File: config.mk
export PLATFORM = sky130hd
export DESIGN_NAME = keypad_lock_ctrl
export DESIGN_NICKNAME = d
export VERILOG_FILES = /design/src/rtl/keypad_pkg.sv /design/src/rtl/lock_timer.sv /design/src/rtl/keypad_lock_ctrl.sv
export SDC_FILE = /design/constraint.sdc
export NUM_CORES = 1
export LEC_CHECK = 0
export ABC_CLOCK_PERIOD_IN_PS = 5300
export CORE_ASPECT_RATIO = 1.4
export CORE_MARGIN = 2
export CORE_UTILIZATION = 60
export CTS_CLUSTER_SIZE = 24
export DETAILED_ROUTE_END_ITERATION = 16
export HOLD_SLACK_MARGIN = 0.1
export PLACE_DENSITY_LB_ADDON = 0.15
export SYNTH_ARGS = -nofsm -noshare
export SYNTH_HDL_FRONTEND = slang
export SYNTH_SLANG_ARGS = --single-unit
File: constraint.sdc
create_clock -name clk -period 5.3 [get_ports clk]
set_clock_uncertainty 0.05 [all_clocks]
set_input_delay 1.06 -clock clk [delete_from_list [all_inputs] [get_ports clk]]
set_output_delay 1.06 -clock clk [all_outputs]
set_load 0.05 [all_outputs]
File: src/rtl/keypad_pkg.sv
// Shared constants for the keypad password lock: key codes, FSM state
// encoding and small helper functions used by the controller.
package keypad_pkg;

  localparam logic [3:0] KEY_A    = 4'ha;
  localparam logic [3:0] KEY_B    = 4'hb;
  localparam logic [3:0] KEY_STAR = 4'he;
  localparam logic [3:0] KEY_HASH = 4'hf;

  typedef enum logic [2:0] {
    ST_ENTRY   = 3'd0,
    ST_CHECK   = 3'd1,
    ST_OPEN    = 3'd2,
    ST_FAIL    = 3'd3,
    ST_LOCKOUT = 3'd4,
    ST_SETPW   = 3'd5
  } state_t;

  // True for the decimal digit keys 0-9.
  function automatic logic is_digit(input logic [3:0] k);
    return (k <= 4'd9);
  endfunction

  // Largest of the three timed-state durations; sizes the shared timer.
  function automatic int unsigned max3(input int unsigned a,
                                       input int unsigned b,
                                       input int unsigned c);
    int unsigned m;
    m = a;
    if (b > m) m = b;
    if (c > m) m = c;
    return m;
  endfunction

endpackage

File: src/rtl/lock_timer.sv
// Loadable down-counter shared by the FAIL, LOCKOUT and OPEN states.
// Counts down to zero and then holds; a load always takes priority.
module lock_timer #(
  parameter int W = 8
) (
  input  logic         clk,
  input  logic         reset,
  input  logic         load,
  input  logic [W-1:0] load_val,
  output logic         zero,
  output logic         busy
);

  logic [W-1:0] count_r;

  // Counter register: load wins, otherwise decrement until zero.
  always_ff @(posedge clk or posedge reset) begin
    if (reset) begin
      count_r <= {W{1'b0}};
    end else if (load) begin
      count_r <= load_val;
    end else if (count_r != {W{1'b0}}) begin
      count_r <= count_r - {{(W-1){1'b0}}, 1'b1};
    end else begin
      count_r <= count_r;
    end
  end

  assign zero = (count_r == {W{1'b0}});
  assign busy = (count_r != {W{1'b0}});

endmodule

File: src/rtl/keypad_lock_ctrl.sv
// Password lock controller: turns one-cycle key events from the keypad
// scanner into digit entry, verification, unlock, relock and re-program.
module keypad_lock_ctrl
  import keypad_pkg::*;
#(
  parameter int                    DIGITS      = 4,
  parameter logic [4*DIGITS-1:0]   INIT_PW     = 16'h1234,
  parameter int                    MAX_TRIES   = 3,
  parameter int unsigned           FAIL_CYCLES = 50_000_000,
  parameter int unsigned           LOCK_CYCLES = 500_000_000,
  parameter int unsigned           OPEN_CYCLES = 250_000_000
) (
  input  logic                         clk,
  input  logic                         reset,
  input  logic                         key_valid,
  input  logic [3:0]                   key_code,
  output logic [4*DIGITS-1:0]          entry_digits,
  output logic [$clog2(DIGITS+1)-1:0]  entry_count,
  output logic [2:0]                   state_code,
  output logic                         unlocked,
  output logic                         err,
  output logic                         alarm,
  output logic [2:0]                   fail_count
);

  localparam int          PW   = 4 * DIGITS;
  localparam int          CW   = $clog2(DIGITS + 1);
  localparam int unsigned MAXC = max3(FAIL_CYCLES, LOCK_CYCLES, OPEN_CYCLES);
  localparam int          TW   = (MAXC > 1) ? $clog2(MAXC) : 1;

  localparam logic [CW-1:0] FULL      = CW'(DIGITS);
  localparam logic [TW-1:0] FAIL_LOAD = TW'(FAIL_CYCLES - 1);
  localparam logic [TW-1:0] LOCK_LOAD = TW'(LOCK_CYCLES - 1);
  localparam logic [TW-1:0] OPEN_LOAD = TW'(OPEN_CYCLES - 1);

  state_t          state_r, next_state_s;
  logic [PW-1:0]   buf_r, buf_next_s;
  logic [PW-1:0]   pw_r, pw_next_s;
  logic [CW-1:0]   cnt_r, cnt_next_s;
  logic [2:0]      fail_r, fail_next_s, fail_inc_s;
  logic            t_load_s, t_zero_s, t_busy_s;
  logic [TW-1:0]   t_val_s;
  logic            unlocked_s, err_s, alarm_s;
  logic            unlocked_r, err_r, alarm_r;

  lock_timer #(.W(TW)) u_timer (
    .clk      (clk),
    .reset    (reset),
    .load     (t_load_s),
    .load_val (t_val_s),
    .zero     (t_zero_s),
    .busy     (t_busy_s)
  );

  // State register.
  always_ff @(posedge clk or posedge reset) begin
    if (reset) begin
      state_r <= ST_ENTRY;
    end else begin
      state_r <= next_state_s;
    end
  end

  // Next-state, entry buffer, password, fail count and timer reload.
  always_comb begin
    next_state_s = state_r;
    buf_next_s   = buf_r;
    cnt_next_s   = cnt_r;
    pw_next_s    = pw_r;
    fail_next_s  = fail_r;
    fail_inc_s   = fail_r + 3'd1;
    t_load_s     = 1'b0;
    t_val_s      = {TW{1'b0}};
    case (state_r)
      ST_ENTRY, ST_SETPW: begin
        if (key_valid) begin
          if (is_digit(key_code)) begin
            if (cnt_r < FULL) begin
              buf_next_s = (buf_r << 4) | PW'(key_code);
              cnt_next_s = cnt_r + CW'(1);
            end else begin
              buf_next_s = buf_r;
            end
          end else if (key_code == KEY_B) begin
            if (cnt_r != {CW{1'b0}}) begin
              buf_next_s = buf_r >> 4;
              cnt_next_s = cnt_r - CW'(1);
            end else begin
              buf_next_s = buf_r;
            end
          end else if (key_code == KEY_STAR) begin
            // Clears entry; from SETPW this is an abort back to ENTRY.
            buf_next_s   = {PW{1'b0}};
            cnt_next_s   = {CW{1'b0}};
            next_state_s = ST_ENTRY;
          end else if ((key_code == KEY_HASH) && (cnt_r == FULL)) begin
            if (state_r == ST_ENTRY) begin
              next_state_s = ST_CHECK;
            end else begin
              pw_next_s    = buf_r;
              buf_next_s   = {PW{1'b0}};
              cnt_next_s   = {CW{1'b0}};
              next_state_s = ST_ENTRY;
            end
          end else begin
            next_state_s = state_r;
          end
        end else begin
          next_state_s = state_r;
        end
      end
      ST_CHECK: begin
        buf_next_s = {PW{1'b0}};
        cnt_next_s = {CW{1'b0}};
        t_load_s   = 1'b1;
        if (buf_r == pw_r) begin
          next_state_s = ST_OPEN;
          fail_next_s  = 3'd0;
          t_val_s      = OPEN_LOAD;
        end else if (fail_inc_s == 3'(MAX_TRIES)) begin
          next_state_s = ST_LOCKOUT;
          fail_next_s  = fail_inc_s;
          t_val_s      = LOCK_LOAD;
        end else begin
          next_state_s = ST_FAIL;
          fail_next_s  = fail_inc_s;
          t_val_s      = FAIL_LOAD;
        end
      end
      ST_OPEN: begin
        // Expiry is tested first so a coincident key is dropped.
        if (!t_busy_s) begin
          next_state_s = ST_ENTRY;
        end else if (key_valid && (key_code == KEY_STAR)) begin
          next_state_s = ST_ENTRY;
          t_load_s     = 1'b1;
        end else if (key_valid && (key_code == KEY_A)) begin
          next_state_s = ST_SETPW;
          buf_next_s   = {PW{1'b0}};
          cnt_next_s   = {CW{1'b0}};
          t_load_s     = 1'b1;
        end else begin
          next_state_s = state_r;
        end
      end
      ST_FAIL: begin
        if (t_zero_s) begin
          next_state_s = ST_ENTRY;
        end else begin
          next_state_s = state_r;
        end
      end
      ST_LOCKOUT: begin
        if (t_zero_s) begin
          next_state_s = ST_ENTRY;
          fail_next_s  = 3'd0;
        end else begin
          next_state_s = state_r;
        end
      end
      default: begin
        next_state_s = ST_ENTRY;
      end
    endcase
  end

  // Status flags derived from the state being entered, so they register with it.
  always_comb begin
    unlocked_s = 1'b0;
    err_s      = 1'b0;
    alarm_s    = 1'b0;
    case (next_state_s)
      ST_OPEN, ST_SETPW: unlocked_s = 1'b1;
      ST_FAIL:           err_s      = 1'b1;
      ST_LOCKOUT:        alarm_s    = 1'b1;
      default:           unlocked_s = 1'b0;
    endcase
  end

  // Datapath and flag registers.
  always_ff @(posedge clk or posedge reset) begin
    if (reset) begin
      buf_r      <= {PW{1'b0}};
      cnt_r      <= {CW{1'b0}};
      pw_r       <= INIT_PW;
      fail_r     <= 3'd0;
      unlocked_r <= 1'b0;
      err_r      <= 1'b0;
      alarm_r    <= 1'b0;
    end else begin
      buf_r      <= buf_next_s;
      cnt_r      <= cnt_next_s;
      pw_r       <= pw_next_s;
      fail_r     <= fail_next_s;
      unlocked_r <= unlocked_s;
      err_r      <= err_s;
      alarm_r    <= alarm_s;
    end
  end

  assign entry_digits = buf_r;
  assign entry_count  = cnt_r;
  assign state_code   = state_r;
  assign unlocked     = unlocked_r;
  assign err          = err_r;
  assign alarm        = alarm_r;
  assign fail_count   = fail_r;

endmodule

Word-level counts from Yosys, hierarchy flattened
Cells that the tools add are included.
{"block": "op_classes", "n_addsub": 4, "order_cmp": 2, "n_eq_ne": 25, "muxes": 52, "bitwise": 5, "reduce_logical": 16}
{"cell": "$mux 16", "n": 11}
{"cell": "$mux 29", "n": 5}
{"cell": "$mux 3", "n": 24}
{"cell": "$pmux 16 s3", "n": 1}
{"cell": "$logic_not 29->1", "n": 1}
{"cell": "$reduce_bool 29->1", "n": 1}
{"cell": "$sub 29x1->29 const B", "n": 1}
{"cell": "$eq 16x16->1", "n": 1}
{"cell": "$eq 4x4->1 const B", "n": 4}
{"cell": "$or 16x4->16", "n": 1}
{"cell": "$eq 3x2->1 const B", "n": 5}
{"cell": "$eq 3x3->1 const B", "n": 5}
{"cell": "$pmux 3 s4", "n": 1}
{"cell": "$ne 2x2->1 const B", "n": 5}
{"cell": "$ne 5x5->1 const B", "n": 2}
{"cell": "$pmux 3 s3", "n": 1}
{"cell": "$reduce_and 9->1", "n": 1}
{"cell": "$mux 1", "n": 7}
{"cell": "$reduce_and 7->1", "n": 1}
{"cell": "$add 3x1->3 const B", "n": 2}
{"cell": "$pmux 3 s2", "n": 1}
{"cell": "$reduce_bool 3->1", "n": 2}
{"cell": "$reduce_or 2->1", "n": 3}
{"cell": "$le 4x4->1 const B", "n": 1}
{"cell": "other kinds (11)", "n": 17}
{"block": "totals", "register_bits": 73, "inputBits": 7}

Depth between registers and ports, before layout
Gate-level depths: netlist (run 1).
{"block": "logic_depth", "word_depth": 11, "mapped_depth": 9}

By module
From an unflattened synthesis (run 1), not the netlist that was laid out.
{"block": "hier_totals", "hier_cells": 431, "hier_area_um2": 4421.7}
{"module": "keypad_lock_ctrl", "instances": 1, "cells_each": 243, "area_per_inst_um2": 2627.5}
{"module": "lock_timer", "instances": 1, "cells_each": 188, "area_per_inst_um2": 1794.2}

Worst setup path after synthesis (run 1)
Ideal clock, no wire load.
{"block": "synth_timing", "kind": "input to register", "startpoint": "in key_code[3]", "endpoint": "reg buf_r[7], in the netlist entry_digits[7]", "setup_ps": 125, "arrival_ps": 2879, "t_required_ps": 5125, "slack_ps": 2247, "path_stages": 7, "cell_sequence": "clkbuf_1 > nand3_1 > nor4_2 > a221oi_1 > nand2_2 > buf_6 > mux2_2"}
{"block": "synth_via", "elab_chain_len": 6, "elab_cells_between_ends": 20}
{"element": "from (decl)", "line": "keypad_lock_ctrl.sv:16", "text": "input logic [3:0] key_code,"}
{"element": "$eq 4x4->1", "line": "keypad_lock_ctrl.sv:91, keypad_lock_ctrl.sv:134"}
{"element": "$mux 16", "line": "keypad_lock_ctrl.sv:91", "text": "end else if (key_code == KEY_STAR) begin"}
{"element": "$mux 16", "line": "keypad_lock_ctrl.sv:84", "text": "end else if (key_code == KEY_B) begin"}
{"element": "$mux 16", "line": "keypad_lock_ctrl.sv:77", "text": "if (is_digit(key_code)) begin"}
{"element": "$mux 16", "line": "keypad_lock_ctrl.sv:76", "text": "if (key_valid) begin"}
{"element": "$pmux 16 s3", "line": "keypad_lock_ctrl.sv:74", "text": "case (state_r)"}
{"element": "to (signal assigned)", "line": "keypad_lock_ctrl.sv:183", "text": "buf_r <= {PW{1'b0}};"}
{"element": "to (signal assigned)", "line": "keypad_lock_ctrl.sv:191", "text": "buf_r <= buf_next_s;"}
{"element": "to (decl)", "line": "keypad_lock_ctrl.sv:37", "text": "logic [PW-1:0] buf_r, buf_next_s;"}
Several ways; a longest one is shown, not always the timed one. The select of a mux whose other input is x is not followed.
A chain may end at the register's enable or synchronous reset.

Worst setup path after layout (run 1)
{"block": "layout_timing", "startpoint": "in key_code[1]", "endpoint": "reg buf_r[5], in the netlist entry_digits[5]"}
Same word-level chain as after synthesis.

==> flow_metrics.py, run 1 <==
metrics = {
    "synth": {
        "synth_xor_area_share_pct": 7.887,
        "synth_nets": 427,
        "synthAdderAreaFrac_pct": 1.827,
        "synth_compound_area_share_pct": 13.49,
        "syn_area_per_cell_sq_um": 9.925,
        "yosysTopAreaCell": "dfrtp_1",
        "synth_area_sq_um": 4109,
        "synthSimpleGateAreaFrac_pct": 18.91,
        "netlist_instances": 414,
        "synth_edf_count": 0,
        "synth.top_cells.by_area": "dfrtp_1 (41%), mux2_2 (8.8%), xnor2_1 (5.8%)",
        "synth.yosys.seq_area_share_pct": 44.61,
        "ys_ff_latch": 73,
        "yosysWarnings": 0,
        "muxShareOfSynthArea_pct": 9.988,
        "synthArstFlopShare_pct": 100.0,
        "ys_types": 61,
        "synth_top_family_by_area": "simple AND/OR/NAND/NOR gates",
        "synth.top_cell.area_share_pct": 41.41,
        "dominantRegCellSynth": "dfrtp_1",
    },
    "route": {
        "drc_errors": 0,
        "drt-met1-wl_microns": 3948,
        "ant_nets": 0,
        "vias_per_cell": 5.993,
        "dr.first_iter.drc_count": 233,
        "routed-wl-met2_microns": 4856,
        "highest_layer": "met4",
        "wl_met3_microns": 357,
        "drt-pass1-iter-count": 5,
        "dr_total_vias": 3278,
        "routed_wl_microns": 9364,
        "wl_per_cell_microns": 17.12,
    },
    "sta": {
        "finalSetupViolCount": 0,
        "fmax_mhz": 294.0,
        "min_period_over_period_pct": 64.18,
        "hold_slack_ps": 483.6,
        "rsz0062_at_grt": "false",
        "finalHoldViolCount": 0,
        "worst_slew_pin_slew_ps": 1279,
        "fin_tns_setup_ps": 0,
        "period_needed_ps": 3402,
        "relSlewSlack_pct": 13.98,
        "slew_violations": 0,
    },
    "worst_hold_path": {
        "hold_depth": 1,
        "hp-class": "reg2reg",
    },
    "clock_network": {
        "clkTransAtPathRegs_ps": 70,
        "cts_max_path_buffers": 2,
        "cts_tree": "done",
        "cts_setup_buffers": 0,
        "htree_levels": 3,
        "cts_resized": 0,
        "clk-insertion-delay-late_ps": 350,
        "clkSinkCount": 73,
        "cts_buffers": 9,
        "cts.hold.buffers_added": 0,
        "clockRootBuffer": "clkbuf_8",
    },
    "power": {
        "ir_worst_vdd_mv": 0.3571,
        "p_per_area_nw_per_um2": 579.9,
        "totalPowerFinal_w": 0.002776,
        "p_leak_nw": 2.019,
    },
    "die": {
        "core-area_sq_um": 6613,
        "initial_core_util_pct": 62.14,
        "row_count": 35,
        "io_pins": 35,
        "fp.dieW_microns": 73.94,
        "die_h_microns": 101.9,
        "dieArea_sq_um": 7536,
    },
    "global_routing": {
        "grt_antenna_before_repair": 0,
        "grt_use_total_pct": 27.11,
        "grt.overflow.total": 0,
        "grt_pass1_vias": 3154,
        "grt_max_degree": 42,
        "grt_pass1_wl_microns": 15650,
    },
    "setup_path": {
        "cp_max_fo": 19,
        "cp_slowest_cell": "clkdlybuf4s50_1",
        "crit_chain": "clkdlybuf4s50_1, nor2b_1, xnor2_1, a2111oi_0, a221oi_1, nand2_2, mux2_2",
        "cp_num_cells": 7,
        "crit_buf_inv": 1,
        "cp_data_required_time_ps": 5480,
        "arrival_ps": 3580,
        "cpLargestDelayFamily": "buffers and inverters",
        "path_class": "in2reg",
        "start_kind": "input port",
        "slowest_delay_ps": 720,
        "end_kind": "flop",
        "r2r_cells": 6,
    },
    "layout": {
        "final_nets": 463,
        "final_layout_size_suffix_gt1_share_pct": 15.38,
        "area_growth_pct": 16.50,
        "diodes": 0,
        "final_core_util_pct": 72.39,
        "final_common_cell": "dfrtp_1",
        "mostFrequentLayoutCells": "dfrtp_1 (68), nor2_1 (35), clkdlybuf4s50_1 (34)",
    },
    "flow_run": {
        "cap_violations": 0,
    },
    "placement": {
        "dp_hpwl_microns": 6520,
        "port_buffers": 34,
        "place_congestion": 0.9259,
    },
    "run_status": {
        "status": "finished, final reports clean",
    },
}
==> report_power, final <==
| part | internal, W | leakage, nW | switching [W] |
|---|---|---|---|
| registers | 0.000736 | 0.939 | 0.000244 |
| clock network | 0.000326 | 0.124 | 0.000208 |
| logic | 0.000512 | 0.956 | 0.000751 |
==> metrics by stage <==
stage / cells / cell area [sq um] / setup slack [ps]
floorplan: 414 / 4109 / 2247
global placement: 531 / 4542 / 1650
detailed placement: 531 / 4542 / 1583
CTS: 547 / 4787 / 1932
global route: 547 / 4787 / 1712
finish: 547 / 4787 / 1898
==> final cells by class <==
cell class	instances	area (sq um)
well taps	92	115.1
clock inverters	5	103.9
flip-flops and latches	73	1833
clock buffers	11	141.4
repair buffers	40	385.4
multi-input cells	308	2141
inverters	18	67.56
fillers	492	1826
==> cell families after synthesis <==
| kind of cell | count (synthesis) |
|---|---|
| fa+ha+maj | 6 |
| flops | 73 |
| xor+xnor | 37 |
| compound gates | 84 |
| buf+inv | 33 |
| simple gates | 144 |
| mux | 37 |
==> flip-flops by register name (all words and copies together) (netlist names) <==
signal and count:
u_timer.count_r 29, entry_digits 16, pw_r 16, entry_count 3
fail_count 3, state_code 3, alarm 1, err 1
unlocked 1
==> Yosys cell counts (all sizes together), types with 4 or more instances <==
cell,instances
inv,17
a22o,10
ha,6
nand2b,8
a21oi,18
or3,4
nand4,7
nand3,10
nor4,12
nor2,35
nor3,15
nor2b,5
mux2,32
nand2,32
dfstp,5
mux2i,5
clkbuf,12
o21ai,26
dfrtp,68
xnor2,27
xor2,10
==> path summary, 6_finish.rpt <==
path                                startpoint             endpoint  slack (ps)
max                                key_code[1]      entry_digits[5]        1900
max in group asynchronous                reset              pw_r[9]        3100
min in group asynchronous                reset   u_timer.count_r[8]        1080
min                                    pw_r[8]              pw_r[8]         480
max reg2reg                u_timer.count_r[19]  u_timer.count_r[25]        2290
min reg2reg                            pw_r[8]              pw_r[8]         480
==> routing by layer <==
metal  GRT usage (%)  vias up
met4           10.07        0
met1           34.11     1627
met2           46.29       74
met5               0        -
met3           4.734       15
li1                -     1562
Note: power is estimated with default switching activity, not from simulation.
==> run 2: changes to the inputs <==
--- a/config.mk
+++ b/config.mk
@@ -5,10 +5,10 @@
 export SDC_FILE = /design/constraint.sdc
 export NUM_CORES = 1
 export LEC_CHECK = 0
-export ABC_CLOCK_PERIOD_IN_PS = 5300
+export ABC_CLOCK_PERIOD_IN_PS = 3300
 export CORE_ASPECT_RATIO = 1.4
 export CORE_MARGIN = 2
-export CORE_UTILIZATION = 60
+export CORE_UTILIZATION = 58
 export CTS_CLUSTER_SIZE = 24
 export DETAILED_ROUTE_END_ITERATION = 16
 export HOLD_SLACK_MARGIN = 0.1
==> constraint.sdc (replaced) <==
create_clock -name clk -period 3.3 [get_ports clk]
set_clock_uncertainty 0.05 [all_clocks]
set_input_delay 0.66 -clock clk [delete_from_list [all_inputs] [get_ports clk]]
set_output_delay 0.66 -clock clk [all_outputs]
set_load 0.05 [all_outputs]
==> run 2 against run 1 <==
- count of clock-buffer cells in the layout is 2 higher
- global-route usage is 1.1 points lower
- via count is 2.0% higher
- first-iteration DRC count is 28% higher
- non-clock buffer count is 10 higher
- sequential cell count stayed put
- highest routed layer unchanged
- power is 53% higher
- sequential share of layout area is 0.18 points lower
- hold slack worse by 3.6 ps
- clock power is 20% higher
- critical path depth stayed put
- sequential power is 59% higher
==> flow_metrics.py, run 2 (synthesis gave the netlist of run 1 again) <==
metrics = {
    "clock_network": {
        "cts_max_path_buffers": 2,
        "htree_levels": 3,
        "cts_buffers": 9,
        "clk-insertion-delay-late_ps": 360,
        "clkSinkCount": 73,
        "cts_resized": 0,
        "cts.hold.buffers_added": 0,
        "cts_setup_buffers": 0,
        "clockRootBuffer": "clkbuf_8",
        "cts_tree": "done",
        "clkTransAtPathRegs_ps": 80,
    },
    "power": {
        "p_per_area_nw_per_um2": 882.8,
        "ir_worst_vdd_mv": 0.5381,
        "p_leak_nw": 2.039,
        "totalPowerFinal_w": 0.004246,
    },
    "worst_hold_path": {
        "hp-class": "reg2reg",
        "hold_depth": 1,
        "min_from": "pw_r[1]",
        "worstHoldEndpoint": "pw_r[1]",
    },
    "run_status": {
        "status": "finished, final reports clean",
    },
    "layout": {
        "final_area_sq_um": 4810,
        "mostFrequentLayoutCells": "dfrtp_1 (68), nor2_1 (35), clkdlybuf4s50_1 (34)",
        "final_layout_size_suffix_gt1_share_pct": 16.99,
        "diodes": 0,
        "area_growth_pct": 17.05,
        "final_common_cell": "dfrtp_1",
        "final_nets": 473,
        "largest_reg_flops": 29,
        "top_register": "u_timer.count_r",
    },
    "global_routing": {
        "met1_usage_pct": 30.10,
        "use_met3_pct": 6.323,
        "grt_most_used_layer": "met2",
        "grt_use_total_pct": 26.00,
        "grtUsageMet2_pct": 44.11,
        "grt_max_degree": 74,
        "grt_antenna_before_repair": 0,
        "grt.overflow.total": 0,
        "grt_pass1_wl_microns": 15660,
        "grt_pass1_vias": 3345,
    },
    "sta": {
        "worst_slew_pin_slew_ps": 876.4,
        "rsz0062_at_grt": "false",
        "fin_tns_setup_ps": 0,
        "fmax_mhz": 351.9,
        "period_needed_ps": 2842,
        "hold_slack_ps": 480.0,
        "finalSetupViolCount": 0,
        "relSlewSlack_pct": 41.36,
        "slew_violations": 0,
        "finalHoldViolCount": 0,
        "setup_ws_ps": 458.1,
        "min_period_over_period_pct": 86.12,
    },
    "route": {
        "drc_errors": 0,
        "ant_nets": 0,
        "dr.first_iter.drc_count": 298,
        "routed_wl_microns": 9516,
        "drt-pass1-iter-count": 4,
        "vias_per_cell": 5.973,
        "wl_per_cell_microns": 16.99,
        "dr_total_vias": 3345,
    },
    "setup_path": {
        "r2r_cells": 7,
        "path_class": "reg2reg",
        "reg2reg_from": "u_timer.count_r[17]",
        "cp_max_fo": 5,
        "start_kind": "flop",
        "regToRegSetupSlack_ps": 460,
        "end_kind": "flop",
        "arrival_ps": 2980,
        "cp_data_required_time_ps": 3430,
        "r2r-end": "u_timer.count_r[15]",
    },
    "placement": {
        "dp_hpwl_microns": 6731,
        "pre_cts_slack_ps": 156.0,
        "port_buffers": 34,
        "place_congestion": 0.9357,
        "dpl_cell_area_sq_um": 4633,
    },
    "die": {
        "fp.dieW_microns": 75.14,
        "initial_core_util_pct": 59.62,
        "dieArea_sq_um": 7783,
        "core-area_sq_um": 6892,
        "die_h_microns": 103.6,
        "row_count": 36,
        "io_pins": 35,
    },
    "flow_run": {
        "cap_violations": 0,
    },
}
[run 2: changes by cell type in the layout (fill, tap and decap cells not counted), sizes merged]
cell	previous run	this run
clkinvlp	0	1
buf	6	16
bufinv	3	0
clkbuf	11	13
[run 2: metal layers]
metal  routed length (microns)  vias up  share of wire (%)
met3                       405       23                4.3
met1                      3721     1667                 39
met2                      5155       81                 54
met4                       233        0                2.4
li1                          -     1574                  -
met5                         0        -                  0
[run 2: area by class of cell]
| class | instances | area (sq um) |
|---|---|---|
| clock inverters | 3 | 17.52 |
| inverters | 18 | 67.56 |
| repair buffers | 50 | 473.0 |
| well taps | 95 | 118.9 |
| fillers | 564 | 2082 |
| clock buffers | 13 | 158.9 |
| multi-input cells | 308 | 2141 |
| flip-flops and latches | 73 | 1833 |
[run 2: critical path: stages, from the launching register on]
cell	delay (ps)
dfrtp_1	420
nor3_1	510
nand4b_1	290
nor4_1	780
buf_4	260
or4b_1	120
xor2_1	140
o21ai_0	100
[run 2: metrics by stage]
step	cells	utilization, %
2_1_floorplan	414	-
3_3_place_gp	544	67.23
3_5_place_dp	544	67.23
4_1_cts	560	69.79
5_1_grt	560	69.79
6_report	560	69.79
[run 2: worst max path at each step]
stage	startpoint	end	depth (start not counted)
2_1_floorplan	key_code[3]	entry_digits[7]	7
3_3_place_gp	key_code[0]	entry_digits[11]	7
3_5_place_dp	key_code[1]	entry_digits[8]	7
4_1_cts	key_code[1]	entry_count[0]	7
5_1_grt	u_timer.count_r[19]	u_timer.count_r[15]	7
6_report	u_timer.count_r[17]	u_timer.count_r[15]	7
[run 2: where the power goes]
group | internal [W] | total, W | switching, W
clock | 0.000312 | 0.000643 | 0.000331
combinational | 0.000830 | 0.00204 | 0.00121
sequential | 0.00118 | 0.00156 | 0.000376
==> run 3: changes to the inputs <==
--- a/config.mk
+++ b/config.mk
@@ -7,12 +7,14 @@
 export LEC_CHECK = 0
 export ABC_CLOCK_PERIOD_IN_PS = 3300
 export CORE_ASPECT_RATIO = 1.4
-export CORE_MARGIN = 2
-export CORE_UTILIZATION = 58
+export CORE_MARGIN = 10
+export CORE_UTILIZATION = 60
 export CTS_CLUSTER_SIZE = 24
 export DETAILED_ROUTE_END_ITERATION = 16
+export DONT_BUFFER_PORTS = 1
 export HOLD_SLACK_MARGIN = 0.1
 export PLACE_DENSITY_LB_ADDON = 0.15
 export SYNTH_ARGS = -nofsm -noshare
 export SYNTH_HDL_FRONTEND = slang
+export SYNTH_HIERARCHICAL = 1
 export SYNTH_SLANG_ARGS = --single-unit
==> run 3 against run 2 <==
- clock power rose by 9.5%
- non-clock buffer count down 21
- register-to-register slack worse by 90 ps
- sequential cell count is the same
- largest cell class unchanged
==> flow_metrics.py, run 3 <==
metrics = {
    "run_status": {
        "status": "finished, final reports clean",
    },
    "setup_path": {
        "critPathLaunch": "u_timer/count_r[0]",
        "crit_end": "unlocked",
        "cp_common_cell": "inv_1",
        "cp_data_required_time_ps": 3500,
        "cp_slowest_cell": "nor4b_1",
        "regToRegSetupSlack_ps": 360,
        "cp_max_fo": 8,
        "path_class": "reg2reg",
        "crit_chain": "inv_1, ha_1, nor4b_1, nand4_1, nor3_2, buf_4, nand2b_1, a41o_1, a31oi_1, inv_1, mux2_2",
        "r2r-end": "unlocked",
        "arrival_ps": 3140,
        "end_kind": "flop",
        "reg2reg_from": "u_timer/count_r[0]",
        "slowest_delay_ps": 450,
        "r2r_cells": 11,
        "start_kind": "flop",
    },
    "synth": {
        "synth_edf_count": 0,
        "synth_common_cells": "dfrtp_1 (68), nand2_1 (47), mux2_2 (26), xor2_1 (26), nor2_1 (22)",
        "synthArstFlopShare_pct": 100.0,
        "netlist_instances": 431,
        "synth.top_cell.area_share_pct": 38.48,
        "synth.top_cells.by_area": "dfrtp_1 (38%), mux2_2 (6.6%), xor2_1 (5.1%)",
        "synth.yosys.seq_area_share_pct": 41.45,
        "yosysWarnings": 6,
        "syn_area_per_cell_sq_um": 10.26,
        "dominantRegCellSynth": "dfrtp_1",
        "ys_types": 76,
        "yosysMostFrequentCell": "dfrtp_1",
        "ys_ff_latch": 73,
        "yosysTopAreaCell": "dfrtp_1",
        "synth_area_sq_um": 4422,
    },
    "layout": {
        "final_area_sq_um": 4853,
        "mostFrequentLayoutCells": "dfrtp_1 (68), nand2_1 (47), buf_4 (29)",
        "top_register": "u_timer/count_r",
        "final_layout_size_suffix_gt1_share_pct": 23.21,
        "diodes": 0,
        "area_growth_pct": 9.762,
        "final_core_util_pct": 66.78,
        "final_common_cell": "dfrtp_1",
        "final_cells": 558,
        "final_nets": 470,
        "largest_reg_flops": 29,
    },
    "global_routing": {
        "grt_use_total_pct": 18.65,
        "met1_usage_pct": 19.59,
        "grt_pass1_vias": 3395,
        "grt_max_degree": 45,
        "grt_pass1_wl_microns": 16710,
        "grt.overflow.total": 0,
        "use_met3_pct": 5.231,
        "grt_antenna_before_repair": 0,
        "grt_most_used_layer": "met2",
        "grtUsageMet2_pct": 33.89,
    },
    "worst_hold_path": {
        "hp-class": "in2async",
    },
    "clock_network": {
        "cts.hold.buffers_added": 0,
        "cts_setup_buffers": 0,
        "cts_max_path_buffers": 2,
        "clkSinkCount": 73,
        "htree_levels": 3,
        "clkTransAtPathRegs_ps": 80,
        "clockRootBuffer": "clkbuf_8",
        "cts_resized": 0,
        "cts_tree": "done",
        "cts_buffers": 9,
        "clk-insertion-delay-late_ps": 360,
    },
    "die": {
        "row_count": 37,
        "io_pins": 35,
        "dieArea_sq_um": 11250,
        "die_h_microns": 121.6,
        "core-area_sq_um": 7268,
        "fp.dieW_microns": 92.56,
        "initial_core_util_pct": 60.84,
    },
    "placement": {
        "port_buffers": 0,
        "place_congestion": 0.8630,
        "dp_hpwl_microns": 7473,
        "dp_cells": 542,
        "dpl_cell_area_sq_um": 4658,
    },
    "sta": {
        "finalHoldViolCount": 0,
        "relSlewSlack_pct": 39.15,
        "period_needed_ps": 2936,
        "finalSetupViolCount": 0,
        "fin_tns_setup_ps": 0,
        "worst_slew_pin_slew_ps": 911.5,
        "rsz0062_at_grt": "false",
        "slew_violations": 0,
        "fmax_mhz": 340.6,
        "min_period_over_period_pct": 88.96,
    },
    "flow_run": {
        "cap_violations": 0,
    },
    "route": {
        "drt-pass1-iter-count": 4,
        "drc_errors": 0,
        "ant_nets": 0,
        "routed_wl_microns": 10220,
        "vias_per_cell": 6.091,
        "dr.first_iter.drc_count": 128,
        "wl_per_cell_microns": 18.31,
        "dr_total_vias": 3399,
    },
    "power": {
        "totalPowerFinal_w": 0.004643,
        "p_per_area_nw_per_um2": 956.7,
        "p_leak_nw": 2.151,
        "ir_worst_vdd_mv": 0.5286,
    },
}
run 3: cell types whose count changed after synthesis, sizes merged, moves of 7 or more:
cell / previous run / this run
xnor2: 27 / 6
buf: 3 / 12
nor3: 15 / 7
nor2: 35 / 22
clkbuf: 12 / 4
o31ai: 3 / 10
nand2: 32 / 47
a22oi: 0 / 9
a22o: 10 / 3
o31a: 1 / 10
xor2: 10 / 26
run 3: worst max-delay path: cells and delay by family, from the launching register on:
family          cells  cell delay (ps)
compound gates      2              470
mux                 1              270
flops               1              440
buf+inv             3              430
fa+ha+maj           1              140
simple gates        4             1030
run 3: power by group:
group	total [W]	switching (W)	internal [W]
logic	0.00215	0.00127	0.000883
clock network	0.000704	0.000353	0.000351
registers	0.00179	0.000611	0.00118
run 3: cell type report:
cell class                 instances  area (sq um)
clock inverter                     6         67.56
sequential                        73          1833
inverter                          22         82.58
multi-input combinational        321          2404
tap                               97         121.4
fill                             600          2415
clock buffer                      10         127.6
timing repair buffer              29         217.7
run 3: logic make-up after synthesis:
| logic type | synth area share [%] |
|---|---|
| simple gates | 19.61 |
| compound gates | 15.96 |
| flops | 41.45 |
| mux | 10.02 |
| buf+inv | 4.555 |
| xor+xnor | 6.338 |
| fa+ha+maj | 1.981 |
| other cells | 0.08481 |
run 3: how the worst min path moves through the flow:
stage          startpoint                  end  slack, ps  cells after the start
6_report            reset   u_timer/count_r[0]        310                      1
5_1_grt             reset  u_timer/count_r[21]        380                      1
4_1_cts             reset  u_timer/count_r[23]        340                      1
3_5_place_dp     pw_r[13]             pw_r[13]        470                      1
3_3_place_gp     pw_r[11]             pw_r[11]        460                      1
2_1_floorplan     pw_r[0]              pw_r[0]        450                      1
run 3: through the flow:
step,worst slack [ps],hold slack (ps)
4_1_cts,398.3,340.6
6_report,364.3,308.5
2_1_floorplan,339.1,450.7
3_5_place_dp,401.5,466.5
3_3_place_gp,485.3,461.0
5_1_grt,135.0,375.1
run 3: metal layers:
metal / vias up / part of all wire (%)
met5: - / 0
met2: 66 / 54
met4: 0 / 1.6
met1: 1683 / 38
met3: 16 / 5.8
li1: 1634 / -
